--- config.mk ---
export PLATFORM = sky130hd
export DESIGN_NAME = fetch_queue
export DESIGN_NICKNAME = d
export VERILOG_FILES = /design/src/rtl/fetch_queue.sv
export SDC_FILE = /design/constraint.sdc
export NUM_CORES = 1
export LEC_CHECK = 0
export CORE_UTILIZATION = 43
export DETAILED_ROUTE_END_ITERATION = 10
export GPL_ROUTABILITY_DRIVEN = 0
export PLACE_DENSITY = 0.65
export SLEW_MARGIN = 25
export SYNTH_ARGS = -nofsm -noshare
export SYNTH_HDL_FRONTEND = slang
export SYNTH_SLANG_ARGS = --single-unit
--- constraint.sdc ---
create_clock -name clk -period 11.2 [get_ports clk]
set_input_delay 1.68 -clock clk [delete_from_list [all_inputs] [get_ports clk]]
set_output_delay 1.68 -clock clk [all_outputs]
set_load 0.05 [all_outputs]
--- src/rtl/fetch_queue.sv ---
// Decoupling FIFO between fetch and decode: circular buffer of instruction packets,
// registered state, single-cycle flush on misprediction, no enqueue-to-dequeue bypass.
module fetch_queue #(
  parameter int DEPTH = 4,
  parameter int XLEN  = 32
) (
  input  logic                       clk,
  input  logic                       rst,
  input  logic                       flush,
  input  logic                       enq_valid,
  output logic                       enq_ready,
  input  logic [XLEN-1:0]            enq_pc,
  input  logic [XLEN-1:0]            enq_ir,
  input  logic [XLEN-1:0]            enq_br_pc,
  input  logic                       enq_br_taken,
  input  logic [63:0]                enq_order,
  output logic                       deq_valid,
  input  logic                       deq_ready,
  output logic [XLEN-1:0]            deq_pc,
  output logic [XLEN-1:0]            deq_ir,
  output logic [XLEN-1:0]            deq_br_pc,
  output logic                       deq_br_taken,
  output logic [63:0]                deq_order,
  output logic [$clog2(DEPTH):0]     count
);

  localparam int AW = $clog2(DEPTH);
  localparam int CW = AW + 1;

  logic [XLEN-1:0] mem_pc    [DEPTH];
  logic [XLEN-1:0] mem_ir    [DEPTH];
  logic [XLEN-1:0] mem_br_pc [DEPTH];
  logic            mem_taken [DEPTH];
  logic [63:0]     mem_order [DEPTH];

  logic [AW-1:0] head;
  logic [AW-1:0] tail;
  logic [CW-1:0] count_q;
  logic          enq_fire;
  logic          deq_fire;

  assign enq_ready = (count_q < CW'(DEPTH));
  assign deq_valid = (count_q != '0) & ~flush;
  assign enq_fire  = enq_valid & enq_ready & ~flush;
  assign deq_fire  = deq_valid & deq_ready;
  assign count     = count_q;

  assign deq_pc       = mem_pc[head];
  assign deq_ir       = mem_ir[head];
  assign deq_br_pc    = mem_br_pc[head];
  assign deq_br_taken = mem_taken[head];
  assign deq_order    = mem_order[head];

  always_ff @(posedge clk) begin
    if (!rst || flush) begin
      head    <= '0;
      tail    <= '0;
      count_q <= '0;
    end else begin
      if (enq_fire) tail <= tail + AW'(1);
      if (deq_fire) head <= head + AW'(1);
      case ({enq_fire, deq_fire})
        2'b10:   count_q <= count_q + CW'(1);
        2'b01:   count_q <= count_q - CW'(1);
        default: count_q <= count_q;
      endcase
    end
  end

  // Payload is never reset; only the pointers define what is live.
  always_ff @(posedge clk) begin
    if (rst && enq_fire) begin
      mem_pc[tail]    <= enq_pc;
      mem_ir[tail]    <= enq_ir;
      mem_br_pc[tail] <= enq_br_pc;
      mem_taken[tail] <= enq_br_taken;
      mem_order[tail] <= enq_order;
    end
  end

`ifndef SYNTHESIS
  always @(posedge clk) begin
    if (rst) begin
      assert (count_q <= CW'(DEPTH)) else $error("fetch_queue: count overflow");
      assert (!(enq_fire && count_q == CW'(DEPTH))) else $error("fetch_queue: enqueue while full");
      assert (!(deq_fire && count_q == '0)) else $error("fetch_queue: dequeue while empty");
    end
  end
`endif

endmodule
==> Implementation_results.wiki <==
{| class="wikitable"
! Metric !! Value
|-
| Maximum number of pins on one net before global-route repair || 110
|-
| Worst skew pair latency || 580 ps
|-
| Post-detailed-route wirelength per cell || 22.7 um
|-
| Area fraction in compound gates after synthesis || 0.169%
|-
| Most common flop cell mapped by yosys || sky130_fd_sc_hd__edfxtp_1
|-
| Cells traversed along the worst timing path || buf_16 -> buf_4 -> mux4_2 -> clkdlybuf4s50_1
|-
| Crit path arrival time || about 3600 ps
|-
| Tightest Pin Transition || between 1000 and 1500 ps
|-
| Buffers inserted during post-CTS setup optimization || 0
|-
| Count of boundary I/O pins || 332
|-
| Top-area cell type share of the netlist area || 81.7%
|-
| Die Span Y || between 200 and 250 um
|-
| Critical path peak fanout || 43
|-
| Detail Placement HPWL || about 27000 um
|-
| Count of warnings emitted by yosys || 0
|-
| Cell family contributing the most delay on the critical path || buffers and inverters
|-
| Total of buffers placed on input and output ports || 331
|-
| Synthesized net count || 1068
|-
| Buf+Inv Stages, Crit Path || 3
|-
| Switching part of the total power || 20.2%
|-
| Minimum clock period after layout || 5310 ps
|-
| GRT Total Usage || 16.7%
|-
| Fraction of layout cells with a size suffix above 1 || 20.3%
|-
| Portion of total power attributed to the clock network || 41.5%
|-
| Sw power || 1.02 mW
|-
| Internal power summed over all cells || between 4 and 5 mW
|-
| Cell accounting for the most synthesized area || sky130_fd_sc_hd__edfxtp_1
|-
| Residual antenna-violating net count after detailed routing || 0
|-
| Outcome || finished, final reports clean
|-
| Share of cell area taken by muxes after synthesis || 15.4%
|-
| Gates resized, CTS repair || 0
|-
| Highest clock frequency the design can meet || between 150 and 200 MHz
|-
| Gate count after technology mapping || roughly 900
|-
| Pwr Density || 169 mW/mm2
|-
| Max rail drop VDD || 0.000132 V
|-
| Parity-gate share of the synthesized area counting xor and xnor cells || 0.111%
|-
| First-pass GRT wire length || approximately 69000 um
|-
| Async set-or-reset flop fraction in the synthesized netlist || 0%
|-
| Setup total negative slack || 0 ps
|-
| Comb pwr share || around 4.7%
|-
| Max Buffers Root-to-Sink || 3
|-
| Leakage || 9.16 nW
|-
| Area Overhead vs Synth || 26.0%
|-
| Slowest stage delay, CP || 760 ps
|-
| Clock-pin slew reported for the worst setup and hold paths after clock tree synthesis || 60 ps
|-
| Dominant combinational cell family by area after synthesis || multiplexers
|-
| Critical Path Sink Type || output pin
|-
| Worst reg-to-reg setup slack || 8160 ps
|-
| Count of fill cells added during filler insertion || roughly 4000
|-
| Synth Register Bits || 653
|-
| Final #Nets || roughly 1400
|-
| Max-cap violation count || 0
|-
| Initial DRC count || ~630
|-
| Die boundary width || about 240 um
|-
| First-pass detailed-route iteration total || 5
|-
| Total detailed-routing wirelength || between 40000 and 50000 um
|-
| Post-Syn Area per Cell || ~26 um2
|-
| Hold Vio Cnt, Final || 0
|-
| RSZ-0062 raised after global routing || no
|-
| Overflow left after global routing || 0
|-
| Rel. slew slack || 28.8%
|-
| Row count || 85
|-
| Via density || 5.23
|-
| Ranking of synthesized cells by instance count || 644 x sky130_fd_sc_hd__edfxtp_1, 161 x sky130_fd_sc_hd__mux4_2, 18 x sky130_fd_sc_hd__buf_2
|-
| Cell types with the largest area share after synthesis || sky130_fd_sc_hd__edfxtp_1 82%, sky130_fd_sc_hd__mux4_2 15%, sky130_fd_sc_hd__dfxtp_1 0.76%, sky130_fd_sc_hd__buf_6 0.52%, sky130_fd_sc_hd__buf_2 0.38%
|-
| Post-cts hold buffer count || 0
|-
| Clock tree root driver cell || sky130_fd_sc_hd__clkbuf_16
|-
| Die Footprint || about 0.056 mm2
|-
| Clock tree from TritonCTS || done
|-
| Number of global-route vias before repair || 11200
|-
| Number of antenna violations at the first check in global routing || 8
|-
| Placeable Area || 0.0541 mm2
|-
| Number of enable-type register cells in the synthesized netlist || 644
|-
| Final clock period utilization by the worst path || a little under half
|-
| Area of the mapped netlist || between 0.02 and 0.025 mm2
|-
| Clock tree skew after final layout || 19.1 ps
|-
| Count of unique library cells instantiated by Yosys || 21
|-
| HP Start || head[1]
|-
| Clock sink count || approximately 650
|-
| Fraction of the yosys area taken by sequential cells || 82.4%
|-
| Flop pwr share || 53.9%
|-
| Final setup violating endpoints || 0
|-
| Final core occ || 55.1%
|-
| Critical path launch point type || register
|-
| Worst endpoint required time || 9520 ps
|-
| Starting Density || between 40 and 50%
|-
| H-tree depth reported by CTS || 3
|-
| Simple-gate share of the synthesized area || less than 1%
|-
| Worst hold path class || reg2reg
|-
| Startpoint of the worst register-to-register path || count[2]
|-
| Synth Area in Adders || 0.349%
|-
| Startpoint-to-endpoint class of the critical path || reg2out
|-
| Number of buffers added by the clock tree synthesis step || 69
|-
| DR DRC count || 0
|-
| Vias || approximately 11000
|-
| Critical-path cell with the highest stage delay || sky130_fd_sc_hd__clkdlybuf4s50_1
|-
| Most used standard cell by instance count after synthesis || sky130_fd_sc_hd__edfxtp_1
|-
| Final-report max-slew violation count || 0
|}
flip-flops by register name, summed over array words and instances, names as in the netlist, named ones only:
| register | count |
|---|---|
| mem_ir | 128 |
| mem_order | 256 |
| mem_br_pc | 128 |
| mem_pc | 128 |
| count | 3 |
| head | 2 |
| mem_taken | 4 |
| tail | 2 |
layout make-up:
cell class                 count  area [um2]  share of cell area (%)
timing repair buffer         344        3440                    11.5
clock buffer                  88        1850                    6.20
clock inverter                34         215                   0.721
antenna                        2        5.00                  0.0168
tap                          696         871                    2.92
sequential                   653       19500                    65.4
multi-input combinational    199        3900                    13.1
inverter                       7        26.3                  0.0881
final timing paths:
check | endpoint | depth (start not counted)
setup / recovery | deq_order[54] | 4
setup reg to reg | mem_order[2][44] | 3
hold reg to reg | register | 2
hold / removal | register | 2
cell usage in the layout, fill, tap and decap left out, drive strengths merged:
cell type      instances
nor3b                  2
nand2                  1
ha                     5
clkinv                26
mux2i                  1
clkdlybuf4s50        331
a21oi                  5
inv                    8
o21ai                  3
edfxtp               644
nor2                   7
nor3                   1
and2                   4
buf                   13
xor2                   2
bufinv                 2
diode                  2
clkbuf                88
fa                     1
mux4                 161
nand2b                 2
or3                    3
clkinvlp               5
dfxtp                  9
xnor2                  1
metal layers:
metal	global-route usage (%)	vias to the layer above	part of all wire, %
li1	-	4650	-
met1	22.5	5540	43
met2	25.6	298	48
met3	6.14	83	7.4
met4	4.66	12	2.1
met5	0	-	0.19
cell families (layout without fill, tap and decap cells):
kind of cell,Yosys count,after routing
adders and majority gates,6,6
muxes,162,162
xor gates and xnor gates,3,3
DFF,653,653
and+or+nand+nor,20,20
buffers and inverters,44,473
AOI/OAI and AO/OA,8,8
other,0,2
stage by stage:
stage	worst slack, ps	hold WS (ps)	cells	instance area [um2]	power, mW
final	5890	506	2023	29800	5.04
after global routing	5590	527	2021	29800	5.20
after CTS	5480	509	2020	29800	5.09
after detailed placement	5980	493	1898	27700	3.00
after global placement	6100	490	1898	27700	3.00
after floorplan	4660	459	896	23700	2.87
tightest hold or removal path: cells and delay by family (launching register included):
kind | cells | cell delay, ps
AO/OA/AOI/OAI | 2 | 150
flip-flops | 1 | 300
power groups by stage:
stage,registers (mW),clock network (mW),logic [mW]
global placement,2.76,0,0.231
finish,2.71,2.09,0.234
detailed placement,2.77,0,0.235
CTS,2.71,2.14,0.236
global route,2.71,2.24,0.246
floorplan,2.77,0,0.105
Power figures use the tool's default switching activity.
==> edit 1, RTL diff (config.mk and constraints unchanged) <==
Set the parameter `XLEN` to 48 (it was 32).
--- a/src/rtl/fetch_queue.sv
+++ b/src/rtl/fetch_queue.sv
@@ -2,7 +2,7 @@
 // registered state, single-cycle flush on misprediction, no enqueue-to-dequeue bypass.
 module fetch_queue #(
   parameter int DEPTH = 4,
-  parameter int XLEN  = 32
+  parameter int XLEN  = 48
 ) (
   input  logic                       clk,
   input  logic                       rst,
Ports: changed (6 resized); port bits go from 332 to 428. The function was not compared with the original's and may differ.
==> edit 1 against the original RTL <==
- wire length rose by 32%
- final cell count rose by 31%
- non-clock buffer count rose by 106
- synthesized cell count rose by 28%
- final area rose by 30%
- sequential share of layout area fell by 0.13 points
- sequential cell count rose by 192
- total power rose by 29%
- setup slack got worse by 0.47 ns
- area after synthesis rose by 29%
- clock skew fell by 0.0054 ns
- hold slack improved by 0.0083 ns
- critical path type unchanged
- critical endpoint is now deq_ir[37]
- largest power group unchanged
==> edit 1: results (changes against the original RTL) <==
.. list-table::
   :header-rows: 1

   * - Metric
     - Value
   * - Status
     - finished clean
   * - Most frequent cells after synthesis
     - sky130_fd_sc_hd__edfxtp_1 (836), sky130_fd_sc_hd__mux4_2 (209), sky130_fd_sc_hd__buf_2 (24)
   * - Clk_skew
     - 0.0138 ns (-0.00536 ns)
   * - Compound-cell area share of the yosys netlist
     - 0.131% (-0.038 points)
   * - Drt total wl
     - 60600 µm (+32%)
   * - PortBufs
     - 427 (+29%)
   * - Fill count
     - 5263 (+31%)
   * - Worst-margin pin slew
     - 1.01 ns (-0.0627 ns)
   * - Estimated wirelength of the detail-placed design
     - 36100 µm (+35%)
   * - Post-placement worst setup slack
     - 5.43 ns (-0.545 ns)
   * - Number of antenna violations at the first check in global routing
     - 15 (+7)
   * - Maximum fanout along the worst path
     - 98 (+130%)
   * - Fraction of layout instances using a drive strength above 1
     - 20.7% (+0.43 points)
   * - Number of global-route vias before repair
     - 14.4k (+29%)
   * - Global-route wire length before repair
     - 89900 µm (+30%)
   * - Post-Synth XOR/XNOR Area
     - 0.0859% (-0.025 points)
   * - Overall Global Routing Usage
     - 16.8% (+0.087 points)
   * - Max H-tree Level
     - 3 (unchanged)
   * - Count of flip-flops with a built-in enable after synthesis
     - 836 (+30%)
   * - Max rail drop VDD
     - 123 µV (-7.0%)
   * - Nets
     - 1857 (+28%)
   * - Nets in the synthesized netlist
     - 1366 (+28%)
   * - Starting DRC count in detailed routing
     - 985 (+57%)
   * - Clock latency on the worst-skew pair
     - 0.61 ns (+0.03 ns)
   * - Placed cell areas
     - 35900 µm² (+30%)
   * - Largest net degree at the start of global routing
     - 99 (-10%)
   * - Mux cell area share after synthesis
     - 15.4% (+0.073 points)
   * - Cell variety after synth
     - 23 (+9.5%)
   * - Top cells by area, synth
     - sky130_fd_sc_hd__edfxtp_1 (82%), sky130_fd_sc_hd__mux4_2 (15%), sky130_fd_sc_hd__dfxtp_1 (0.59%)
   * - Total clock buffers created by CTS
     - 86 (+25%)
   * - Leakage power
     - 11.9 nW (+30%)
   * - Arrival time at the worst endpoint
     - 4.10 ns (+0.47 ns)
   * - Sequential element share of the synthesized area
     - 82.7% (+0.27 points)
==> edit 1: metrics by stage <==
stage          util [%]  power, W  std cells
6_report           55.2   0.00652       2647
3_5_place_dp       51.2   0.00389       2485
5_1_grt            55.2   0.00673       2644
4_1_cts            55.0   0.00659       2639
2_1_floorplan         -   0.00372       1146
3_3_place_gp       51.2   0.00388       2484
==> edit 1: final cells by class <==
type / count / share of cell area (%)
flip-flops and latches: 845 / 65.3
multi-input cells: 247 / 12.9
repair buffers: 450 / 11.8
clock buffers: 111 / 5.80
well taps: 940 / 3.04
clock inverters: 43 / 1.10
inverters: 7 / 0.0678
diodes: 4 / 0.0258
==> edit 1: cell families after synthesis <==
group           after synthesis
compound gates                8
xor+xnor                      3
fa+ha+maj                     6
buf+inv                      54
flops                       845
mux                         210
simple gates                 20
==> edit 1: worst max-delay path, cell delays in order, from the launching register on <==
cell and delay, ns:
sky130_fd_sc_hd__dfxtp_4 0.57, sky130_fd_sc_hd__buf_12 0.64, sky130_fd_sc_hd__buf_4 0.47, sky130_fd_sc_hd__buf_16 0.29
sky130_fd_sc_hd__mux4_2 0.55, sky130_fd_sc_hd__clkdlybuf4s50_1 0.74
==> edit 1: per-layer routing <==
metal,global-route usage [%],wire length [µm]
met1,22.2,24500
met2,26.0,29300
met3,6.07,5570
met4,5.14,1090
met5,0,156
==> edit 1: final timing paths <==
path,to,slack (ns),depth (start not counted)
worst max-delay path,deq_ir[37],5.42,5
worst min-delay path,flop,0.51,2
worst max register to register,mem_pc[0][30],7.74,4
worst min register to register,flop,0.51,2
==> edit 1: report_power, final <==
part / total [W] / internal (W) / switching [W]
Sequential: 0.00351 / 0.00351 / 0.00000652
Clock: 0.00270 / 0.00156 / 0.00114
Combinational: 0.000303 / 0.000132 / 0.000171
==> edit 2, RTL diff (same flow settings) <==
Without the edit above. Put one more register stage on the output `count`. The value now appears one clock later. The other outputs are not delayed to match.
--- a/src/rtl/fetch_queue.sv
+++ b/src/rtl/fetch_queue.sv
@@ -43,7 +43,9 @@
   assign deq_valid = (count_q != '0) & ~flush;
   assign enq_fire  = enq_valid & enq_ready & ~flush;
   assign deq_fire  = deq_valid & deq_ready;
-  assign count     = count_q;
+  always_ff @(posedge clk) begin
+    count <= count_q;
+  end
 
   assign deq_pc       = mem_pc[head];
   assign deq_ir       = mem_ir[head];
Behaviour: not the same (Yosys sat finds a counterexample within 4 cycles, from zero or initial values).
==> edit 2 against the original RTL <==
- area after synthesis rose by 0.25%
- sequential cell count rose by 3
- final area rose by 0.60%
- total power rose by 2.2%
- sequential share of layout area fell by 0.19 points
- global-route usage rose by 0.50 points
- setup slack got worse by 0.072 ns
- die area rose by 0.25%
- via count rose by 0.20%
- synthesized cell count rose by 0.33%
- wire length rose by 3.1%
- non-clock buffer count fell by 1
- fmax fell by 1.3%
- largest cell class unchanged
- largest power group unchanged
- highest routed layer unchanged
==> edit 2: results (changes against the original RTL) <==
.. list-table::
   :header-rows: 1

   * - Metric
     - Value
   * - Status
     - finished clean
   * - Net Sw Power
     - 0.00101 W (-0.34%)
   * - Number of placed cells counting well taps
     - 1901 (+0.16%)
   * - PD cells
     - 172 nW/µm² (+1.6%)
   * - Reported clock group power
     - 0.00219 W (+5%)
   * - Post-placement worst setup slack
     - 6.06 ns (+0.0793 ns)
   * - Nets in the synthesized netlist
     - 1071 (+0.28%)
   * - Global-route wire length before repair
     - 71000 µm (+2.5%)
   * - Synthesized-area fraction occupied by adder cells
     - 0.348% (-0.00088 points)
   * - Hold path startpoint
     - count_q[1]
   * - Avg Vias per Cell
     - 5.24 (+0.25%)
   * - Clk_skew
     - 0.0185 ns (-0.000676 ns)
   * - Estimated wirelength of the detail-placed design
     - 28000 µm (+5.1%)
   * - Arrival time at the worst endpoint
     - 3.70 ns (+0.07 ns)
   * - Compound-cell area share of the yosys netlist
     - 0.169% (-0.00043 points)
   * - Internal reg-to-reg setup slack
     - 8.25 ns (+0.09 ns)
   * - Post-Synth XOR/XNOR Area
     - 0.111% (-0.00028 points)
   * - Wire length on met3
     - 3910 µm (+16%)
   * - Slowest CP cell
     - sky130_fd_sc_hd__dfxtp_4
   * - Mux cell area share after synthesis
     - 15.3% (-0.039 points)
   * - Starting DRC count in detailed routing
     - 592 (-5.4%)
   * - Maximum fanout along the worst path
     - 62 (+44%)
   * - Mean instance size in the synthesized netlist
     - 26.4 µm² (about the same)
   * - Worst slew slack as a fraction of its limit
     - 33.3% (+4.5 points)
   * - Met2 wirelength from detailed routing
     - 22400 µm (+2.3%)
   * - Nets
     - 1448 (+0.14%)
   * - Startpoint of the lowest-slack register-to-register path
     - count_q[2]
   * - Hold slack final
     - 0.396 ns (-0.110 ns)
edit 2: area by class of cell:
cell class / instances / area (µm²)
fillers: 4003 / 24100
diodes: 2 / 5.00
multi-input cells: 199 / 3900
clock buffers: 85 / 1830
clock inverters: 34 / 344
flip-flops and latches: 656 / 19600
repair buffers: 343 / 3460
well taps: 696 / 871
inverters: 7 / 26.3
edit 2: worst max-delay path by stage:
stage | endpoint | cells after the start | slack (ns) | start
2_1_floorplan | mem_br_pc[0][0] | 4 | 4.66 | flush
3_3_place_gp | deq_pc[2] | 4 | 5.93 | flop
3_5_place_dp | mem_ir[0][7] | 5 | 6.06 | flush
4_1_cts | deq_ir[2] | 3 | 5.70 | flop
5_1_grt | deq_pc[2] | 4 | 5.59 | flop
6_report | deq_ir[2] | 3 | 5.82 | flop
edit 2: worst reg2reg max path: cells and delay by family, from the launching register on:
family	cells	cell delay (ns)
buffers and inverters	1	0.77
flip-flops	1	0.40
AND/OR/NAND/NOR	2	1.35
